**config.mk**
```make
export PLATFORM = sky130hd
export DESIGN_NAME = cross_road_detector
export DESIGN_NICKNAME = d
export VERILOG_FILES = /design/src/rtl/cross_road_detector.sv
export SDC_FILE = /design/constraint.sdc
export NUM_CORES = 1
export LEC_CHECK = 0
export BUFFER_PORTS_ARGS = -buffer_cell sky130_fd_sc_hd__buf_2
export CAP_MARGIN = 15
export CORE_UTILIZATION = 57
export DETAILED_ROUTE_END_ITERATION = 12
export PLACE_DENSITY = 0.78
export SYNTH_ARGS = -nofsm -noshare
export SYNTH_HDL_FRONTEND = slang
export SYNTH_SLANG_ARGS = --single-unit
```
**constraint.sdc**
```tcl
create_clock -name clk -period 2.3 [get_ports clk]
set_input_delay 0.115 -clock clk [delete_from_list [all_inputs] [get_ports clk]]
set_output_delay 0.115 -clock clk [all_outputs]
set_load 0.05 [all_outputs]
```
**src/rtl/cross_road_detector.sv**
```systemverilog
// Cross-road vehicle detector: synchronizes/debounces the loop sensor, queues cars and drives x.
// Optional starvation monitor enabled by defining CROSS_ROAD_DETECTOR_STARVE_EN.
module cross_road_detector #(
  parameter int unsigned DEBOUNCE   = 3,
  parameter int unsigned DEPART_CYC = 4,
  parameter int unsigned CNT_W      = 3,
  parameter int unsigned MAX_WAIT   = 20
) (
  input  logic             clk,
  input  logic             rst,
  input  logic             sensor_raw,
  input  logic [1:0]       highway,
  input  logic [1:0]       cross_road,
  output logic             x,
  output logic [CNT_W-1:0] car_count,
  output logic             overflow,
  output logic             err_conflict,
  output logic             starve
);

  localparam int unsigned DEB_W = 4;
  localparam int unsigned TMR_W = 8;
  localparam logic [1:0] LIGHT_RED     = 2'b00;
  localparam logic [1:0] LIGHT_GREEN   = 2'b10;
  localparam logic [1:0] LIGHT_ILLEGAL = 2'b11;
  localparam logic [CNT_W-1:0] CNT_MAX = '1;

  typedef enum logic [1:0] {IDLE, WAIT, SERVE} state_t;

  // Elaboration-time parameter range checks
  if (DEBOUNCE < 1 || DEBOUNCE > 15) begin : g_bad_debounce
    $error("DEBOUNCE out of range");
  end
  if (DEPART_CYC < 1 || DEPART_CYC > 255) begin : g_bad_depart
    $error("DEPART_CYC out of range");
  end
  if (MAX_WAIT < 1) begin : g_bad_max_wait
    $error("MAX_WAIT out of range");
  end

  logic             sync_1, sync_q;
  logic             deb_level;
  logic [DEB_W-1:0] deb_cnt;
  logic [TMR_W-1:0] depart_tmr;
  state_t           state, state_next;

  logic             arrival, departure, depart_term, cr_green, conflict;
  logic             overflow_set;
  logic [CNT_W-1:0] count_next;

  // Two-flop synchronizer and debounce of the loop-sensor level
  always_ff @(posedge clk or negedge rst) begin
    if (!rst) begin
      sync_1    <= 1'b0;
      sync_q    <= 1'b0;
      deb_level <= 1'b0;
      deb_cnt   <= '0;
    end else begin
      sync_1 <= sensor_raw;
      sync_q <= sync_1;
      if (sync_q == deb_level) begin
        deb_cnt <= '0;
      end else if (deb_cnt == DEB_W'(DEBOUNCE)) begin
        deb_level <= sync_q;
        deb_cnt   <= '0;
      end else begin
        deb_cnt <= deb_cnt + DEB_W'(1);
      end
    end
  end

  // Arrival/departure decode, next count and next observational state
  always_comb begin
    arrival      = 1'b0;
    overflow_set = 1'b0;
    count_next   = car_count;
    state_next   = IDLE;
    cr_green     = (cross_road == LIGHT_GREEN);
    depart_term  = cr_green && (depart_tmr == TMR_W'(DEPART_CYC - 1));
    departure    = depart_term && (car_count != '0);
    conflict     = ((highway != LIGHT_RED) && (cross_road != LIGHT_RED)) ||
                   (highway == LIGHT_ILLEGAL) || (cross_road == LIGHT_ILLEGAL);

    if (sync_q && !deb_level && (deb_cnt == DEB_W'(DEBOUNCE)))
      arrival = 1'b1;

    if (arrival && !departure) begin
      if (car_count == CNT_MAX) overflow_set = 1'b1;
      else                      count_next   = car_count + CNT_W'(1);
    end else if (departure && !arrival) begin
      count_next = car_count - CNT_W'(1);
    end

    if (count_next == '0) state_next = IDLE;
    else if (cr_green)    state_next = SERVE;
    else                  state_next = WAIT;
  end

  // Queue counter, departure timer, state and sticky flags
  always_ff @(posedge clk or negedge rst) begin
    if (!rst) begin
      state        <= IDLE;
      car_count    <= '0;
      x            <= 1'b0;
      depart_tmr   <= '0;
      overflow     <= 1'b0;
      err_conflict <= 1'b0;
    end else begin
      state        <= state_next;
      car_count    <= count_next;
      x            <= (count_next != '0);
      overflow     <= overflow | overflow_set;
      err_conflict <= err_conflict | conflict;
      // Timer is already zero when SERVE follows WAIT; only a green IDLE period can leave it running
      if (!cr_green || depart_term || (state == IDLE && state_next == SERVE))
        depart_tmr <= '0;
      else
        depart_tmr <= depart_tmr + TMR_W'(1);
    end
  end

`ifdef CROSS_ROAD_DETECTOR_STARVE_EN
  localparam int unsigned WAIT_W = $clog2(MAX_WAIT + 1);
  logic [WAIT_W-1:0] wait_tmr;

  // Starvation monitor: consecutive WAIT edges, saturating at MAX_WAIT
  always_ff @(posedge clk or negedge rst) begin
    if (!rst) begin
      wait_tmr <= '0;
      starve   <= 1'b0;
    end else if (state_next == WAIT) begin
      if (wait_tmr != WAIT_W'(MAX_WAIT)) wait_tmr <= wait_tmr + WAIT_W'(1);
      starve <= (wait_tmr >= WAIT_W'(MAX_WAIT - 1));
    end else begin
      wait_tmr <= '0;
      starve   <= 1'b0;
    end
  end
`else
  assign starve = 1'b0;
`endif

endmodule

```
==> run metrics, run 1 <==
CTS buffer count 3; #FFs+latches synth 23; vias in the first global route around 990; final net count 154; DP Worst Slack 0.02367 ns; Die Ht 50.71 um; CP max FO 9; core area approximately 0.0022 mm2; worst endpoint data arrival time 2.41 ns; PortBufs 12; FP Rows 17; H-Tree Depth 1; Top Ports 14; sequential area share after synthesis 42.55%; Crit Path Class register to register; Clock Skew 0.007133 ns; hpwl dp 1938 um; placed insts 162; crit path time final 2.191 ns; DR iter-0 viols 15; die area approximately 0.0026 mm2; DRT Pass-1 Iters 4; P_leak 0.6387 nW; PD cells 925.8 mW/mm2; area grow syn2layout 10.92%; Post-Place Cell Area 0.001418 mm2; DRC Markers 0; largest net degree at the start of global routing 24; unrepaired setup endpoints after global routing true; Mapped Nets around 140; worst setup margin between 0.1 and 0.15 ns; Max stage delay on crit path 0.47 ns; number of synthesized flops with an enable pin 0; Final Power 1.389 mW; number of synthesis warnings 0; setup violators final 0; delay-heaviest family, CP simple AND/OR/NAND/NOR gates; Final Non-Filler Cells 168; post-synthesis cell count between 100 and 150; vias per cell between 6 and 7; HP Class input pin to register; clk slew on worst S/H paths 0.13 ns; Post-CTS Setup Bufs 0; Die W 50.71 um; Clock Path Buffers 2; final slew viol count 0; buffer and inverter count on the worst path 1; final wirelength 2608 um; Inserted Diodes 0; status finished, final reports clean; Cell Chain, Critical Path ha_2 > nor4bb_2 > buf_4 > nand3b_1 > o32ai_4 > nor2_4 > or2_1; first-pass GRT wire length 4360 um; synth unique cells between 40 and 50; root buffer cell clkbuf_4; Sink Count 23; post-route cell area 0.001500 mm2; TritonCTS clock tree done; # fillers approximately 180; Max Freq 0.4564 GHz; Netlist Area Pre-Place 0.001353 mm2; main flop type after synthesis dfrtp_1; Max-Cap Viols 0; Wirelength per Cell 15.52 um; Worst-Skew Late Latency 0.31 ns; CP max stage cell o32ai_4; CP endpoint kind register; crit share post-route ~95%; Detail Route Antenna Nets 0; GP Congestion 0.9054; Total GRT Usage 23.48%; Fin. Hold Viols 0; DR vias 1011; GR Overflow Total 0; commonest non-fill, non-tap cells in the layout dfrtp_1, buf_2, nand2_1; worst path required time roughly 2.5 ns; Initial Util 60.56%; commonest non-fill, non-tap cell in the layout dfrtp_1; initial antenna violation count 0; worst vdd ir 773.9 uV; layout cells sized above 1 25.00%; Worst setup SP type register; mean post-synth cell area 10.82 um2; asr flop ratio synth 100.0%; final core occ 67.17%
where the power goes:
| part | leakage, nW | total, mW | switching, mW | internal (mW) |
|---|---|---|---|---|
| sequential | 0.296 | 0.555 | 0.0703 | 0.484 |
| clock | 0.0139 | 0.190 | 0.123 | 0.0664 |
| combinational | 0.329 | 0.645 | 0.430 | 0.215 |
| total | 0.639 | 1.39 | 0.623 | 0.766 |
state kept, by name (all words and copies together), names as in the netlist:
signal,count
depart_tmr,8
deb_cnt,4
car_count,3
state,2
deb_level,1
err_conflict,1
overflow,1
sync_1,1
sync_q,1
x,1
path summary, 6_finish.rpt:
kind                       slack (ns)  startpoint  depth (start not counted)       endpoint
min in group asynchronous        0.28         rst                          2  depart_tmr[7]
max reg2reg                      0.11  deb_cnt[0]                          7              x
max                              0.11  deb_cnt[0]                          7              x
max in group asynchronous        1.65         rst                          2   car_count[0]
min                              0.07  highway[0]                          3   err_conflict
min reg2reg                      0.36      sync_1                          0         sync_q
logic make-up (layout without fill, tap and decap cells):
logic type | Yosys count | in the layout | synth area share [%]
AND/OR/NAND/NOR | 53 | 53 | 24.79
AO/OA/AOI/OAI | 25 | 25 | 16.93
flip-flops | 23 | 23 | 42.55
buffers and inverters | 9 | 24 | 4.532
adder cells (fa/ha/maj) | 7 | 7 | 6.290
XOR/XNOR | 6 | 6 | 3.885
other | 1 | 1 | 0.2773
multiplexers | 1 | 1 | 0.7401
area by class of cell:
| cell class | count | area, um2 | area share, % |
|---|---|---|---|
| Multi-Input combinational cell | 93 | 748.2 | 49.87 |
| Sequential cell | 23 | 576.8 | 38.45 |
| Timing Repair Buffer | 16 | 95.09 | 6.339 |
| Tap cell | 28 | 35.03 | 2.335 |
| Clock buffer | 3 | 22.52 | 1.501 |
| Inverter | 4 | 15.01 | 1.001 |
| Clock inverter | 1 | 7.507 | 0.5004 |
through the flow:
| step | TNS [ns] | hold WS [ns] |
|---|---|---|
| after global routing | -0.003940 | 0.1024 |
| final | 0 | 0.07376 |
| after floorplan | 0 | -0.1806 |
| after CTS | 0 | 0.07261 |
| after global placement | 0 | 0.1018 |
| after detailed placement | 0 | 0.1073 |
what timing repair did:
action	CTS	global route
pin swaps	1	1
resized for setup	0	6
endpoints found under the setup margin	1	11
hold buffers	2	0
hold endpoints to repair	24	0
routing by layer:
metal  track usage, %  share of wire [%]  up-vias
met4            11.11                1.7        0
met5                0                  0        -
li1                 -                  -      484
met1            26.97                 43      498
met3            3.333                3.2        6
met2            42.44                 52       23
cell usage after synthesis (2+ instances only):
cell type | n | area [um2]
nand2b_1 | 2 | 12.51
buf_6 | 3 | 33.78
dfrtp_1 | 23 | 575.6
and2_1 | 2 | 12.51
a211oi_1 | 6 | 45.04
xnor2_1 | 4 | 35.03
ha_1 | 6 | 75.07
and3_1 | 2 | 12.51
nor3b_2 | 2 | 25.02
nand2_1 | 11 | 41.29
nor2_1 | 8 | 30.03
inv_1 | 4 | 15.01
nand3_1 | 6 | 30.03
nand4_1 | 2 | 12.51
nand3b_1 | 3 | 22.52
o21ai_0 | 5 | 25.02
nor3_1 | 4 | 20.02
nor4_4 | 2 | 42.54
xor2_1 | 2 | 17.52
o21a_1 | 3 | 22.52
worst reg2reg max path, cell delays in order, from the launching register on:
cell      delay (ns)
dfrtp_1         0.43
ha_2            0.22
nor4bb_2        0.17
buf_4           0.17
nand3b_1        0.27
o32ai_4         0.47
nor2_4          0.11
or2_1           0.25
Note: power is estimated with default switching activity, not from simulation.
==> inputs of run 2 (changes only) <==
--- a/config.mk
+++ b/config.mk
@@ -7,9 +7,9 @@
 export LEC_CHECK = 0
 export BUFFER_PORTS_ARGS = -buffer_cell sky130_fd_sc_hd__buf_2
 export CAP_MARGIN = 15
-export CORE_UTILIZATION = 57
+export CORE_UTILIZATION = 55
 export DETAILED_ROUTE_END_ITERATION = 12
-export PLACE_DENSITY = 0.78
+export PLACE_DENSITY = 0.75
 export SYNTH_ARGS = -nofsm -noshare
 export SYNTH_HDL_FRONTEND = slang
 export SYNTH_SLANG_ARGS = --single-unit
==> run 2 against run 1 <==
  * Cell count increased by 0.60%
  * Worst setup slack improved by 0.065 ns
  * Non-clock buffer count increased by 1
  * Clock-buffer cell count unchanged
  * Flip-flop and latch count unchanged
  * Sequential power about the same
  * Register-to-register slack improved by 0.06 ns
  * Critical path depth unchanged
==> run metrics, run 2 (synthesis gave the netlist of run 1 again) <==
status finished, final reports clean (unchanged); CTS buffer count 3 (unchanged); worst endpoint data arrival time 2.36 ns (was 2.41 ns); setup_tns 0 ns (unchanged); reg2reg start deb_cnt[0] (unchanged); # fillers 176 (was 178); H-Tree Depth 1 (unchanged); Fin. Hold Viols 0 (unchanged); Crit Path Class register to register (unchanged); biggest regs depart_tmr x8, deb_cnt x4, car_count x3 (unchanged); area grow syn2layout 10.27% (was 10.92%); Max Freq 0.4703 GHz (was 0.4564 GHz); Reg with most FFs depart_tmr (unchanged); Top Ports 14 (unchanged); DRC Markers 0 (unchanged); commonest non-fill, non-tap cells in the layout dfrtp_1, buf_2, nand2_1 (unchanged); Final Power 1.396 mW (was 1.389 mW); Sink Count 23 (unchanged); Hold Slack 0.07915 ns (was 0.07376 ns); Post-Place Cell Area 0.001425 mm2 (was 0.001418 mm2); Wirelength per Cell 14.77 um (was 15.52 um); commonest non-fill, non-tap cell in the layout dfrtp_1 (unchanged); worst vdd ir 701.2 uV (was 773.9 uV); Die W 51.59 um (was 50.71 um); GP Congestion 0.9935 (was 0.9054); Final Non-Filler Cells 169 (was 168); root buffer cell clkbuf_4 (unchanged); Initial Util 59.99% (was 60.56%); crit path time final 2.126 ns (was 2.191 ns); HP Class input pin to register (unchanged); core area 0.002255 mm2 (was 0.002233 mm2); FP Rows 17 (unchanged); worst r2r dst depart_tmr[1] (was x); vias per cell 5.911 (was 6.018); final slew viol count 0 (unchanged); TritonCTS clock tree done (unchanged); post-route cell area 0.001491 mm2 (was 0.001500 mm2); placed insts 163 (was 162); DR vias 999 (was 1011); PortBufs 12 (unchanged); max reg flops 8 (unchanged); FF-to-FF path depth 7 (unchanged); die area 0.002662 mm2 (was 0.002572 mm2); Worst setup SP type register (unchanged); crit share post-route 92.44% (was 95.27%); vias in the first global route 955 (was 989); CP endpoint kind register (unchanged); initial antenna violation count 0 (unchanged); final core occ 66.15% (was 67.17%); final net count 155 (was 154); Max-Cap Viols 0 (unchanged); GR Overflow Total 0 (unchanged); Hold Crit Depth 3 (unchanged); Post-CTS Setup Bufs 0 (unchanged); Die Ht 51.59 um (was 50.71 um); DR iter-0 viols 26 (was 15); Detail Route Antenna Nets 0 (unchanged); PD cells 935.8 mW/mm2 (was 925.8 mW/mm2); hpwl dp 1868 um (was 1938 um); Total GRT Usage 22.24% (was 23.48%); clk slew on worst S/H paths 0.12 ns (was 0.13 ns); Inserted Diodes 0 (unchanged); Clock Path Buffers 2 (unchanged); DP Worst Slack 0.1063 ns (was 0.02367 ns); DRT Pass-1 Iters 4 (unchanged); layout cells sized above 1 24.11% (was 25.00%); unrepaired setup endpoints after global routing false (was true); Clock Skew 0.007277 ns (was 0.007133 ns); Hold Path End err_conflict (unchanged); CP max FO 9 (unchanged); r2r setup slk 0.17 ns (was 0.11 ns); setup violators final 0 (unchanged); first-pass GRT wire length 4264 um (was 4360 um); worst setup margin 0.1738 ns (was 0.1089 ns); P_leak 0.6474 nW (was 0.6387 nW); min-delay src highway[0] (unchanged); final wirelength 2496 um (was 2608 um); worst path required time 2.53 ns (was 2.51 ns); Worst-Skew Late Latency 0.31 ns (about the same); largest net degree at the start of global routing 24 (unchanged)
[run 2: worst max path at each step]
stage / depth (start not counted) / startpoint / to / slack [ns]
final: 7 / deb_cnt[0] / depart_tmr[1] / 0.17
after global routing: 6 / depart_tmr[0] / depart_tmr[4] / 0.03
after CTS: 6 / depart_tmr[0] / x / 0.09
after detailed placement: 6 / depart_tmr[0] / x / 0.11
after global placement: 6 / depart_tmr[0] / depart_tmr[5] / 0.23
after floorplan: 9 / car_count[1] / depart_tmr[3] / 0.11
[run 2: layout make-up]
type | instances | area [um2] | area share, %
Tap cell | 28 | 35.03 | 2.349
Clock buffer | 3 | 22.52 | 1.510
Timing Repair Buffer | 17 | 102.6 | 6.879
Clock inverter | 1 | 5.005 | 0.3356
Inverter | 4 | 15.01 | 1.007
Multi-Input combinational cell | 93 | 734.5 | 49.24
Sequential cell | 23 | 576.8 | 38.67
[run 2: critical path: stages (launching register included)]
cell      delay [ns]
dfrtp_1         0.42
ha_1            0.25
nor4bb_1        0.15
buf_4           0.17
nand3b_1        0.27
o32ai_4         0.38
nor2_2          0.14
o31ai_2         0.27
[run 2: power breakdown]
| part | internal [mW] | leakage, nW | switching [mW] | total, mW |
|---|---|---|---|---|
| logic | 0.221 | 0.334 | 0.433 | 0.654 |
| registers | 0.484 | 0.296 | 0.0734 | 0.558 |
| clock network | 0.0650 | 0.0177 | 0.119 | 0.184 |
| total | 0.771 | 0.647 | 0.625 | 1.40 |
[run 2: what timing repair did]
action,4_1_cts,5_1_grt
hold endpoints to repair,24,0
endpoints found under the setup margin,0,10
hold buffers,2,0
gates resized for setup,0,3
[run 2: per-layer routing]
metal,track usage [%],wire (um),vias up
met1,28.13,1088,478
met4,10.36,44,0
met3,3.216,124,4
met5,0,0,-
met2,37.45,1239,33
li1,-,-,484
==> inputs of run 3 (changes only) <==
--- a/config.mk
+++ b/config.mk
@@ -5,11 +5,12 @@
 export SDC_FILE = /design/constraint.sdc
 export NUM_CORES = 1
 export LEC_CHECK = 0
-export BUFFER_PORTS_ARGS = -buffer_cell sky130_fd_sc_hd__buf_2
+export BUFFER_PORTS_ARGS = -buffer_cell sky130_fd_sc_hd__buf_4
 export CAP_MARGIN = 15
 export CORE_UTILIZATION = 55
 export DETAILED_ROUTE_END_ITERATION = 12
 export PLACE_DENSITY = 0.75
+export RECOVER_POWER = 50
 export SYNTH_ARGS = -nofsm -noshare
 export SYNTH_HDL_FRONTEND = slang
 export SYNTH_SLANG_ARGS = --single-unit
==> run 3 against run 2 <==
  * Cell area increased by 1.8%
  * Register-to-register slack got worse by 0.02 ns
  * First-iteration DRC count increased by 42%
  * Non-clock buffer count unchanged
  * Critical path depth decreased by 1
==> run metrics, run 3 (synthesis gave the netlist of run 1 again) <==
max reg flops 8 (unchanged); DRC Markers 0 (unchanged); Post-CTS Setup Bufs 0 (unchanged); sw frac 43.65% (was 44.77%); Initial Util 59.99% (unchanged); P_leak 0.6531 nW (was 0.6474 nW); Hold Crit Depth 3 (unchanged); DR iter-0 viols 37 (was 26); setup violators final 0 (unchanged); reg2reg start depart_tmr[0] (was deb_cnt[0]); area grow syn2layout 12.30% (was 10.27%); GP Congestion 0.8513 (was 0.9935); largest net degree at the start of global routing 24 (unchanged); DRT Pass-1 Iters 4 (unchanged); Fin. Hold Viols 0 (unchanged); die area 0.002662 mm2 (unchanged); min-delay src highway[0] (unchanged); FF-to-FF path depth 6 (was 7); Hold Path End err_conflict (unchanged); Clock Path Buffers 2 (unchanged); first-pass GRT wire length 4209 um (was 4264 um); pin slew with the least headroom to its limit 1.156 ns; status finished, final reports clean (unchanged); initial antenna violation count 0 (unchanged); Clock Skew 0.004704 ns (was 0.007277 ns); Wirelength per Cell 14.48 um (was 14.77 um); final wirelength 2447 um (was 2496 um); CP endpoint kind register (unchanged); commonest non-fill, non-tap cell in the layout dfrtp_1 (unchanged); Reg with most FFs depart_tmr (unchanged); Detail Route Antenna Nets 0 (unchanged); biggest regs depart_tmr x8, deb_cnt x4, car_count x3 (unchanged); Top Ports 14 (unchanged); vias in the first global route 966 (was 955); Max-Cap Viols 0 (unchanged); Clock Power Share 13.0% (was 13.2%); H-Tree Depth 1 (unchanged); FP Rows 17 (unchanged); commonest non-fill, non-tap cells in the layout dfrtp_1, buf_4, nand2_1 (was dfrtp_1, buf_2, nand2_1); worst r2r dst depart_tmr[4] (was depart_tmr[1]); Max Freq 0.4656 GHz (was 0.4703 GHz); DR vias 1007 (was 999); Worst-Skew Late Latency 0.31 ns (about the same); CP max FO 11 (was 9); Die Ht 51.59 um (unchanged); hpwl dp 1801 um (was 1868 um); Sw Pwr 0.6098 mW (was 0.6248 mW); worst vdd ir 887.2 uV (was 701.2 uV); final slew viol count 0 (unchanged); core area 0.002255 mm2 (unchanged); layout cells sized above 1 24.11% (unchanged); clk slew on worst S/H paths 0.12 ns (about the same); TritonCTS clock tree done (unchanged); crit path time final 2.148 ns (was 2.126 ns); Final Power 1.397 mW (was 1.396 mW); Power Internal 0.7873 mW (was 0.7709 mW); PD cells 919.8 mW/mm2 (was 935.8 mW/mm2); crit share post-route 93.38% (was 92.44%); worst path required time 2.53 ns (about the same); HP Class input pin to register (unchanged); Total GRT Usage 21.68% (was 22.24%); slew margin rel. 22.96%; CTS buffer count 3 (unchanged); # fillers 174 (was 176); Sink Count 23 (unchanged); Inserted Diodes 0 (unchanged); Worst setup SP type register (unchanged); final net count 155 (unchanged); final core occ 67.37% (was 66.15%); combinational fraction of design power 47.0% (was 46.9%); r2r setup slk 0.15 ns (was 0.17 ns); Die W 51.59 um (unchanged); sequential share of power 40.0% (about the same); PortBufs 12 (unchanged); root buffer cell clkbuf_4 (unchanged); vias per cell 5.959 (was 5.911); Crit Path Class register to register (unchanged); GR Overflow Total 0 (unchanged); worst endpoint data arrival time 2.38 ns (was 2.36 ns)
-- run 3: changes by cell type in the layout (fill, tap and decap cells not counted), sizes merged --
cell / change
buf: -2
clkbuf: +2
-- run 3: through the flow --
step | TNS [ns] | std cells | instance area [um2] | setup WS (ns) | hold WS (ns)
after floorplan | 0 | 125 | 1354 | 0.1129 | -0.1806
after detailed placement | 0 | 163 | 1455 | 0.1186 | 0.01626
after global placement | 0 | 163 | 1455 | 0.2179 | 0.01560
final | 0 | 169 | 1519 | 0.1522 | 0.07930
after global routing | -0.01074 | 169 | 1519 | -0.01074 | 0.07466
after CTS | 0 | 169 | 1503 | 0.08703 | 0.07161
-- run 3: power by group through the flow --
stage	Combinational [mW]	Clock (mW)	Sequential, mW
after floorplan	0.387	0	0.664
after global placement	0.616	0	0.561
after detailed placement	0.633	0	0.565
after CTS	0.638	0.189	0.557
after global routing	0.723	0.206	0.568
final	0.656	0.182	0.559
-- run 3: layer usage --
| metal | routed length (um) | GRT usage [%] | part of all wire, % | vias to the layer above |
|---|---|---|---|---|
| li1 | - | - | - | 486 |
| met1 | 1075 | 26.01 | 44 | 485 |
| met2 | 1224 | 38.74 | 50 | 33 |
| met3 | 117 | 4.386 | 4.8 | 3 |
| met4 | 29 | 6.757 | 1.2 | 0 |
| met5 | 0 | 0 | 0 | - |
-- run 3: worst max path at each step --
stage | from | to | slack, ns
6_report | depart_tmr[0] | depart_tmr[4] | 0.15
5_1_grt | depart_tmr[0] | depart_tmr[4] | -0.01
4_1_cts | depart_tmr[0] | depart_tmr[4] | 0.09
3_5_place_dp | depart_tmr[0] | depart_tmr[4] | 0.12
3_3_place_gp | depart_tmr[0] | depart_tmr[5] | 0.22
2_1_floorplan | car_count[1] | depart_tmr[3] | 0.11
-- run 3: area by class of cell --
class                      count  area (um2)  area share, %
timing repair buffer          17       128.9          8.484
tap                           28       35.03          2.306
clock inverter                 1       5.005         0.3295
clock buffer                   3       22.52          1.483
inverter                       4       15.01         0.9885
multi-input combinational     93       735.7          48.43
sequential                    23       576.8          37.97
-- run 3: critical path, stage by stage, from the launching register on --
cell and delay, ns:
dfrtp_1 0.43, ha_1 0.24, nor3b_4 0.27, and4_2 0.33, mux2i_2 0.32, o211ai_4 0.19, a211oi_1 0.28
-- run 3: what timing repair did --
action                                 4_1_cts  5_1_grt
resized for setup                            0        4
setup endpoints to repair                    0       10
endpoints found under the hold margin       24        0
hold buffers                                 2        0
